## src/rtl/mem_arbiter_if.sv

```systemverilog
// Bus bundle between the memory arbiter, its two requesters (CPU, host) and the memory.
// Handshake: a requester raises req with wr/addr/wdata stable and holds them until it sees a one-cycle ack.
interface mem_arbiter_if #(
    parameter int AW = 5,
    parameter int DW = 8
);
    logic          cpu_req;
    logic          cpu_wr;
    logic [AW-1:0] cpu_addr;
    logic [DW-1:0] cpu_wdata;
    logic          cpu_ack;
    logic [DW-1:0] cpu_rdata;

    logic          hst_req;
    logic          hst_wr;
    logic [AW-1:0] hst_addr;
    logic [DW-1:0] hst_wdata;
    logic          hst_ack;
    logic [DW-1:0] hst_rdata;

    logic          mem_en;
    logic          mem_wr;
    logic [AW-1:0] mem_addr;
    logic [DW-1:0] mem_wdata;
    logic [DW-1:0] mem_rdata;

    logic          last_gnt;
    logic          busy;

    modport slave (
        input  cpu_req, cpu_wr, cpu_addr, cpu_wdata,
        output cpu_ack, cpu_rdata,
        input  hst_req, hst_wr, hst_addr, hst_wdata,
        output hst_ack, hst_rdata,
        output mem_en, mem_wr, mem_addr, mem_wdata,
        input  mem_rdata,
        output last_gnt, busy
    );

    modport master (
        output cpu_req, cpu_wr, cpu_addr, cpu_wdata,
        input  cpu_ack, cpu_rdata,
        output hst_req, hst_wr, hst_addr, hst_wdata,
        input  hst_ack, hst_rdata,
        input  mem_en, mem_wr, mem_addr, mem_wdata,
        output mem_rdata,
        input  last_gnt, busy
    );
endinterface

```

## src/rtl/mem_arbiter.sv

```systemverilog
// Round-robin arbiter sharing one memory between the CPU (port 0) and host (port 1).
// One transaction at a time: IDLE -> ACCESS (MEM_LAT cycles) -> RESP (ack) -> IDLE.
module mem_arbiter #(
    parameter int AW      = 5,
    parameter int DW      = 8,
    parameter int MEM_LAT = 1
) (
    input  logic         clk,
    input  logic         rst,
    mem_arbiter_if.slave bus,
    output logic [1:0]   state_dbg
);

    generate
        if (MEM_LAT < 1 || MEM_LAT > 4) begin : g_bad_lat
            $error("mem_arbiter: MEM_LAT must be in 1..4");
        end
    endgenerate

    typedef enum logic [1:0] {
        IDLE   = 2'd0,
        ACCESS = 2'd1,
        RESP   = 2'd2
    } state_t;

    state_t        state_q;
    state_t        state_d;
    logic [2:0]    lat_cnt;
    logic          gnt_port;
    logic          gnt_wr;
    logic          last_gnt_q;
    logic [AW-1:0] addr_q;
    logic [DW-1:0] wdata_q;
    logic [DW-1:0] cpu_rdata_q;
    logic [DW-1:0] hst_rdata_q;
    logic          grant;
    logic          grant_port;
    logic          lat_done;

    // Tie goes to the port that did not win last time.
    always_comb begin
        grant      = 1'b0;
        grant_port = 1'b0;
        if (bus.cpu_req && bus.hst_req) begin
            grant      = 1'b1;
            grant_port = ~last_gnt_q;
        end else if (bus.cpu_req) begin
            grant      = 1'b1;
            grant_port = 1'b0;
        end else if (bus.hst_req) begin
            grant      = 1'b1;
            grant_port = 1'b1;
        end
    end

    assign lat_done = (lat_cnt == 3'(MEM_LAT));

    always_ff @(posedge clk or negedge rst) begin
        if (!rst) begin
            state_q <= IDLE;
        end else begin
            state_q <= state_d;
        end
    end

    always_comb begin
        state_d = state_q;
        case (state_q)
            IDLE:    if (grant) state_d = ACCESS;
            ACCESS:  if (lat_done) state_d = RESP;
            RESP:    state_d = IDLE;
            default: state_d = IDLE;
        endcase
    end

    always_ff @(posedge clk or negedge rst) begin
        if (!rst) begin
            lat_cnt     <= 3'd0;
            gnt_port    <= 1'b0;
            gnt_wr      <= 1'b0;
            last_gnt_q  <= 1'b1;
            addr_q      <= '0;
            wdata_q     <= '0;
            cpu_rdata_q <= '0;
            hst_rdata_q <= '0;
        end else begin
            case (state_q)
                IDLE: begin
                    if (grant) begin
                        gnt_port   <= grant_port;
                        last_gnt_q <= grant_port;
                        gnt_wr     <= grant_port ? bus.hst_wr    : bus.cpu_wr;
                        addr_q     <= grant_port ? bus.hst_addr  : bus.cpu_addr;
                        wdata_q    <= grant_port ? bus.hst_wdata : bus.cpu_wdata;
                        lat_cnt    <= 3'd1;
                    end
                end
                ACCESS: begin
                    if (lat_done) begin
                        lat_cnt <= 3'd0;
                        // Read data lands in the port's rdata register on RESP entry.
                        if (!gnt_wr) begin
                            if (gnt_port) hst_rdata_q <= bus.mem_rdata;
                            else          cpu_rdata_q <= bus.mem_rdata;
                        end
                    end else begin
                        lat_cnt <= lat_cnt + 3'd1;
                    end
                end
                default: ;
            endcase
        end
    end

    assign bus.mem_en    = (state_q == ACCESS) && (lat_cnt == 3'd1);
    assign bus.mem_wr    = (state_q == ACCESS) && gnt_wr;
    assign bus.mem_addr  = addr_q;
    assign bus.mem_wdata = wdata_q;
    assign bus.cpu_ack   = (state_q == RESP) && !gnt_port;
    assign bus.hst_ack   = (state_q == RESP) && gnt_port;
    assign bus.cpu_rdata = cpu_rdata_q;
    assign bus.hst_rdata = hst_rdata_q;
    assign bus.last_gnt  = last_gnt_q;
    assign bus.busy      = (state_q != IDLE);
    assign state_dbg     = state_q;

endmodule
```

## src/flat_wrapper.sv

```systemverilog
// flat-port wrapper written by rule: the top's interface ports become plain ports
module mem_arbiter_flat 
#(
    parameter int AW      = 5,
    parameter int DW      = 8,
    parameter int MEM_LAT = 1
)
  (clk, rst, state_dbg, bus_cpu_req, bus_cpu_wr, bus_cpu_addr, bus_cpu_wdata, bus_cpu_ack, bus_cpu_rdata, bus_hst_req, bus_hst_wr, bus_hst_addr, bus_hst_wdata, bus_hst_ack, bus_hst_rdata, bus_mem_en, bus_mem_wr, bus_mem_addr, bus_mem_wdata, bus_mem_rdata, bus_last_gnt, bus_busy);
  mem_arbiter_if #(.AW(AW), .DW(DW)) bus_i ();
  input  logic clk;
  input  logic rst;
  output logic [1:0] state_dbg;
  input wire logic [$bits(bus_i.cpu_req)-1:0] bus_cpu_req;
  input wire logic [$bits(bus_i.cpu_wr)-1:0] bus_cpu_wr;
  input wire logic [$bits(bus_i.cpu_addr)-1:0] bus_cpu_addr;
  input wire logic [$bits(bus_i.cpu_wdata)-1:0] bus_cpu_wdata;
  output wire logic [$bits(bus_i.cpu_ack)-1:0] bus_cpu_ack;
  output wire logic [$bits(bus_i.cpu_rdata)-1:0] bus_cpu_rdata;
  input wire logic [$bits(bus_i.hst_req)-1:0] bus_hst_req;
  input wire logic [$bits(bus_i.hst_wr)-1:0] bus_hst_wr;
  input wire logic [$bits(bus_i.hst_addr)-1:0] bus_hst_addr;
  input wire logic [$bits(bus_i.hst_wdata)-1:0] bus_hst_wdata;
  output wire logic [$bits(bus_i.hst_ack)-1:0] bus_hst_ack;
  output wire logic [$bits(bus_i.hst_rdata)-1:0] bus_hst_rdata;
  output wire logic [$bits(bus_i.mem_en)-1:0] bus_mem_en;
  output wire logic [$bits(bus_i.mem_wr)-1:0] bus_mem_wr;
  output wire logic [$bits(bus_i.mem_addr)-1:0] bus_mem_addr;
  output wire logic [$bits(bus_i.mem_wdata)-1:0] bus_mem_wdata;
  input wire logic [$bits(bus_i.mem_rdata)-1:0] bus_mem_rdata;
  output wire logic [$bits(bus_i.last_gnt)-1:0] bus_last_gnt;
  output wire logic [$bits(bus_i.busy)-1:0] bus_busy;
  assign bus_i.cpu_req = bus_cpu_req;
  assign bus_i.cpu_wr = bus_cpu_wr;
  assign bus_i.cpu_addr = bus_cpu_addr;
  assign bus_i.cpu_wdata = bus_cpu_wdata;
  assign bus_cpu_ack = bus_i.cpu_ack;
  assign bus_cpu_rdata = bus_i.cpu_rdata;
  assign bus_i.hst_req = bus_hst_req;
  assign bus_i.hst_wr = bus_hst_wr;
  assign bus_i.hst_addr = bus_hst_addr;
  assign bus_i.hst_wdata = bus_hst_wdata;
  assign bus_hst_ack = bus_i.hst_ack;
  assign bus_hst_rdata = bus_i.hst_rdata;
  assign bus_mem_en = bus_i.mem_en;
  assign bus_mem_wr = bus_i.mem_wr;
  assign bus_mem_addr = bus_i.mem_addr;
  assign bus_mem_wdata = bus_i.mem_wdata;
  assign bus_i.mem_rdata = bus_mem_rdata;
  assign bus_last_gnt = bus_i.last_gnt;
  assign bus_busy = bus_i.busy;
  mem_arbiter #(.AW(AW), .DW(DW), .MEM_LAT(MEM_LAT)) u_core (.clk(clk), .rst(rst), .bus(bus_i), .state_dbg(state_dbg));
endmodule
```

## config.mk

```make
export PLATFORM = sky130hd
export DESIGN_NAME = mem_arbiter_flat
export DESIGN_NICKNAME = d
export VERILOG_FILES = /design/src/rtl/mem_arbiter_if.sv /design/src/rtl/mem_arbiter.sv /design/src/flat_wrapper.sv
export SDC_FILE = /design/constraint.sdc
export NUM_CORES = 1
export LEC_CHECK = 0
export ABC_CLOCK_PERIOD_IN_PS = 3700
export CORE_AREA = 2 2 65 67
export DETAILED_ROUTE_END_ITERATION = 7
export DIE_AREA = 0 0 67 69
export HOLD_SLACK_MARGIN = 0.03
export PLACE_DENSITY_LB_ADDON = 0.25
export SKIP_LAST_GASP = 1
export SYNTH_ARGS = -nofsm -noshare
export SYNTH_HDL_FRONTEND = slang
export SYNTH_SLANG_ARGS = --single-unit
```

## constraint.sdc

```tcl
create_clock -name clk -period 3.7 [get_ports clk]
set_clock_uncertainty 0.15 [all_clocks]
set_input_delay 0.74 -clock clk [delete_from_list [all_inputs] [get_ports clk]]
set_output_delay 0.74 -clock clk [all_outputs]
set_load 0.05 [all_outputs]
```

==> results.md <==
* CP Class: flip-flop to primary output
* Grt ovf at 0
* Postcts setup bufs at 0
* I/O Buffers at 76
* Status: complete, no violations
* Tightest Pin Transition at between 0.7 and 0.8 ns
* Synthesized Nets at ~160
* CTS Buffer Depth at 2
* Vias in the first global route at approximately 1400
* DRT iter0 DRCs at 28
* Routed Antenna Nets at 0
* Full die area at approximately 4600 um2
* CP Launch Type: flip-flop
* CTS tree: yes
* WL/cell at between 10 and 15 um
* Ant. Diodes at 0
* Worst EP required at 2.81 ns
* Initial antenna violation count at 0
* Initial core utilization at a little over two fifths
* Post-layout util at 65.1%
* Final Slew Violations at 0
* Power Density at around 1000 nW/um2
* RSZ-0062 raised after global routing: false
* CP delay by family, top: buffers and inverters
* GRT Overall Usage at 18.3%
* Yosys warnings at 0
* Slew Limit Headroom at between 40% and 50%
* Final HPWL DP at around 2.8 mm
* Met2 WL at 2.00 mm
* CTS buffer count at 5
* Die Span Y at 69 um
* Vias after detailed routing at 1228
* Largest net degree at the start of global routing at 38
* Crit end category: primary output
* GP Congestion at 0.815
* # resized after CTS at 0
* Final setup fails at 0
* DR vias/cell at approximately 5.0
* Post-Synthesis Cells at 116
* Share of layout cells above drive strength 1 at 28.9%
* Worst hold path class: flip-flop to flip-flop
* IO Count at 77
* Rows at 23
* DRC Markers at 0
* Area of the multi-input gates at approximately 700 um2
* Synth cell types at 24
* Critical Path Fanout Max at 6
* Fin crit period at 3.01 ns
* Total negative slack at 0 ns
* DRT Pass-1 Iters at 4
* Peak Freq at between 0.3 and 0.4 GHz
* Met1 WL at 1.39 mm
* Period utilization at between 80% and 90%
* Critical Path Slowest Stage Cell: clkdlybuf4s50_1
* Met3 Routed Length at ~220 um
* Final Routed Wirelength at roughly 3.7 mm
* Register area at between 900 and 1000 um2
* Crit path largest cell delay at just over 0.8 ns
* Clk root buf: clkbuf_8
* Die width at roughly 67 um
* Core Area at 3910 um2
* Lkg Pwr at between 0.001 and 0.0015 uW
* Seq cells post-synth at 37
* H-tree depth at 2
* Cts hold-fix bufs at 0
* Top Metal Used: met4
* Fillcell total at 319
* Post-synthesis sequential area ratio at 56.3%
* Worst Path Arrival at 2.12 ns
* Clock transition at path regs at about 0.07 ns
* Global-route wire length before repair at approximately 6.4 mm
* Maxcap violations at 0
* Fin nets at around 240
* CP cell instances: or3b_1 > nor2_1 > clkdlybuf4s50_1
* Syn Area/Cell at between 10 and 15 um2
* Peak supply drop at slightly below 0.6 mV
* Final hold vios at 0
* CTS sink cnt at 37
* CP bufs+invs at 1
* Mapped Area at between 1500 and 2000 um2
* Clock Latency Late Sink at 0.28 ns
* Area Growth Syn to Fin at 54.8%
-- cell usage after synthesis --
library cell | instances | share of area, %
nand4_1 | 1 | 0.38
nor2b_1 | 1 | 0.38
dfstp_2 | 1 | 1.6
a31o_2 | 2 | 1.1
a31oi_1 | 1 | 0.38
buf_2 | 2 | 0.61
and3b_1 | 1 | 0.53
o21ai_1 | 1 | 0.30
inv_1 | 2 | 0.46
and2_1 | 1 | 0.38
nor4_4 | 1 | 1.3
nand2b_1 | 2 | 0.76
nor2_1 | 5 | 1.1
nand3b_1 | 2 | 0.91
o2bb2ai_1 | 1 | 0.53
a21oi_1 | 4 | 1.2
nor3b_1 | 2 | 0.91
or3b_1 | 1 | 0.53
o21ai_0 | 1 | 0.30
a21bo_2 | 2 | 1.2
mux2_2 | 42 | 29
dfrtp_1 | 36 | 55
mux2i_1 | 2 | 1.2
clkbuf_1 | 2 | 0.46
-- power by group --
part / internal, uW / switching (uW)
sequential: 608 / 124
combinational: 627 / 1020
clock: 152 / 133
total: 1390 / 1280
-- kinds of logic after synthesis --
group	count (synthesis)	synth area share, %
AO/OA/AOI/OAI	12	5.02
buffers and inverters	6	1.52
multiplexers	44	29.9
flip-flops	37	56.3
AND/OR/NAND/NOR	17	7.22
-- metal layers --
| metal | up-vias | global-route usage, % |
|---|---|---|
| met5 | - | 0 |
| met4 | 0 | 7.94 |
| met3 | 6 | 6.53 |
| met2 | 41 | 31.1 |
| met1 | 604 | 20.1 |
| li1 | 577 | - |
-- through the flow --
| stage | cell area [um2] | setup WS, ns | hold WS, ns | total power, uW | cells |
|---|---|---|---|---|---|
| after floorplan | 1650 | 0.929 | 0.294 | 1840 | 116 |
| after global placement | 2460 | 1.05 | 0.337 | 2360 | 239 |
| after detailed placement | 2460 | 0.976 | 0.344 | 2400 | 239 |
| after CTS | 2550 | 0.653 | 0.361 | 2700 | 247 |
| after global routing | 2550 | 0.589 | 0.378 | 2810 | 247 |
| final | 2550 | 0.689 | 0.353 | 2670 | 247 |
-- worst paths after layout --
| check | startpoint | endpoint | slack, ns | cells after the start |
|---|---|---|---|---|
| setup / recovery | u_core.lat_cnt[2]$_DFFE_PN0P_ | bus_mem_en | 0.69 | 3 |
| hold / removal | u_core.bus.mem_wdata[3]$_DFFE_PN0P_ | u_core.bus.mem_wdata[3]$_DFFE_PN0P_ | 0.35 | 1 |
| setup reg to reg | u_core.lat_cnt[2]$_DFFE_PN0P_ | u_core.bus.cpu_rdata[2]$_DFFE_PN0P_ | 1.67 | 3 |
| hold reg to reg | u_core.bus.mem_wdata[3]$_DFFE_PN0P_ | u_core.bus.mem_wdata[3]$_DFFE_PN0P_ | 0.35 | 1 |
| max in group asynchronous | rst | u_core.bus.mem_wdata[6]$_DFFE_PN0P_ | 2.52 | 1 |
| min in group asynchronous | rst | u_core.bus.cpu_rdata[6]$_DFFE_PN0P_ | 0.38 | 1 |
-- sequential cells by signal (all words and copies together) (netlist names) --
register              cells
u_core.bus.cpu_rdata      8
u_core.bus.hst_rdata      8
u_core.gnt_port           1
u_core.gnt_wr             1
u_core.bus.last_gnt       1
u_core.bus.mem_addr       5
u_core.lat_cnt            3
u_core.state_dbg          2
u_core.bus.mem_wdata      8
-- final cells by class --
cell class / instances / area share (%)
multi-input combinational: 73 / 27.4
sequential: 37 / 36.4
clock buffer: 8 / 3.53
tap: 50 / 2.45
timing repair buffer: 77 / 29.9
inverter: 2 / 0.295
-- layout by cell type, fill, tap and decap left out, types with 2 or more instances in the layout --
cell type	synthesis	final
nor3b_1	2	2
clkbuf_8	0	6
nand2b_1	2	2
a21bo_2	2	2
a31o_2	2	2
mux2_2	42	42
mux2i_1	2	2
clkdlybuf4s50_1	0	75
nand3b_1	2	2
clkbuf_1	2	2
dfrtp_1	36	36
nor2_1	5	5
inv_1	2	2
a21oi_1	4	4
(Power assumes the default switching activity.)
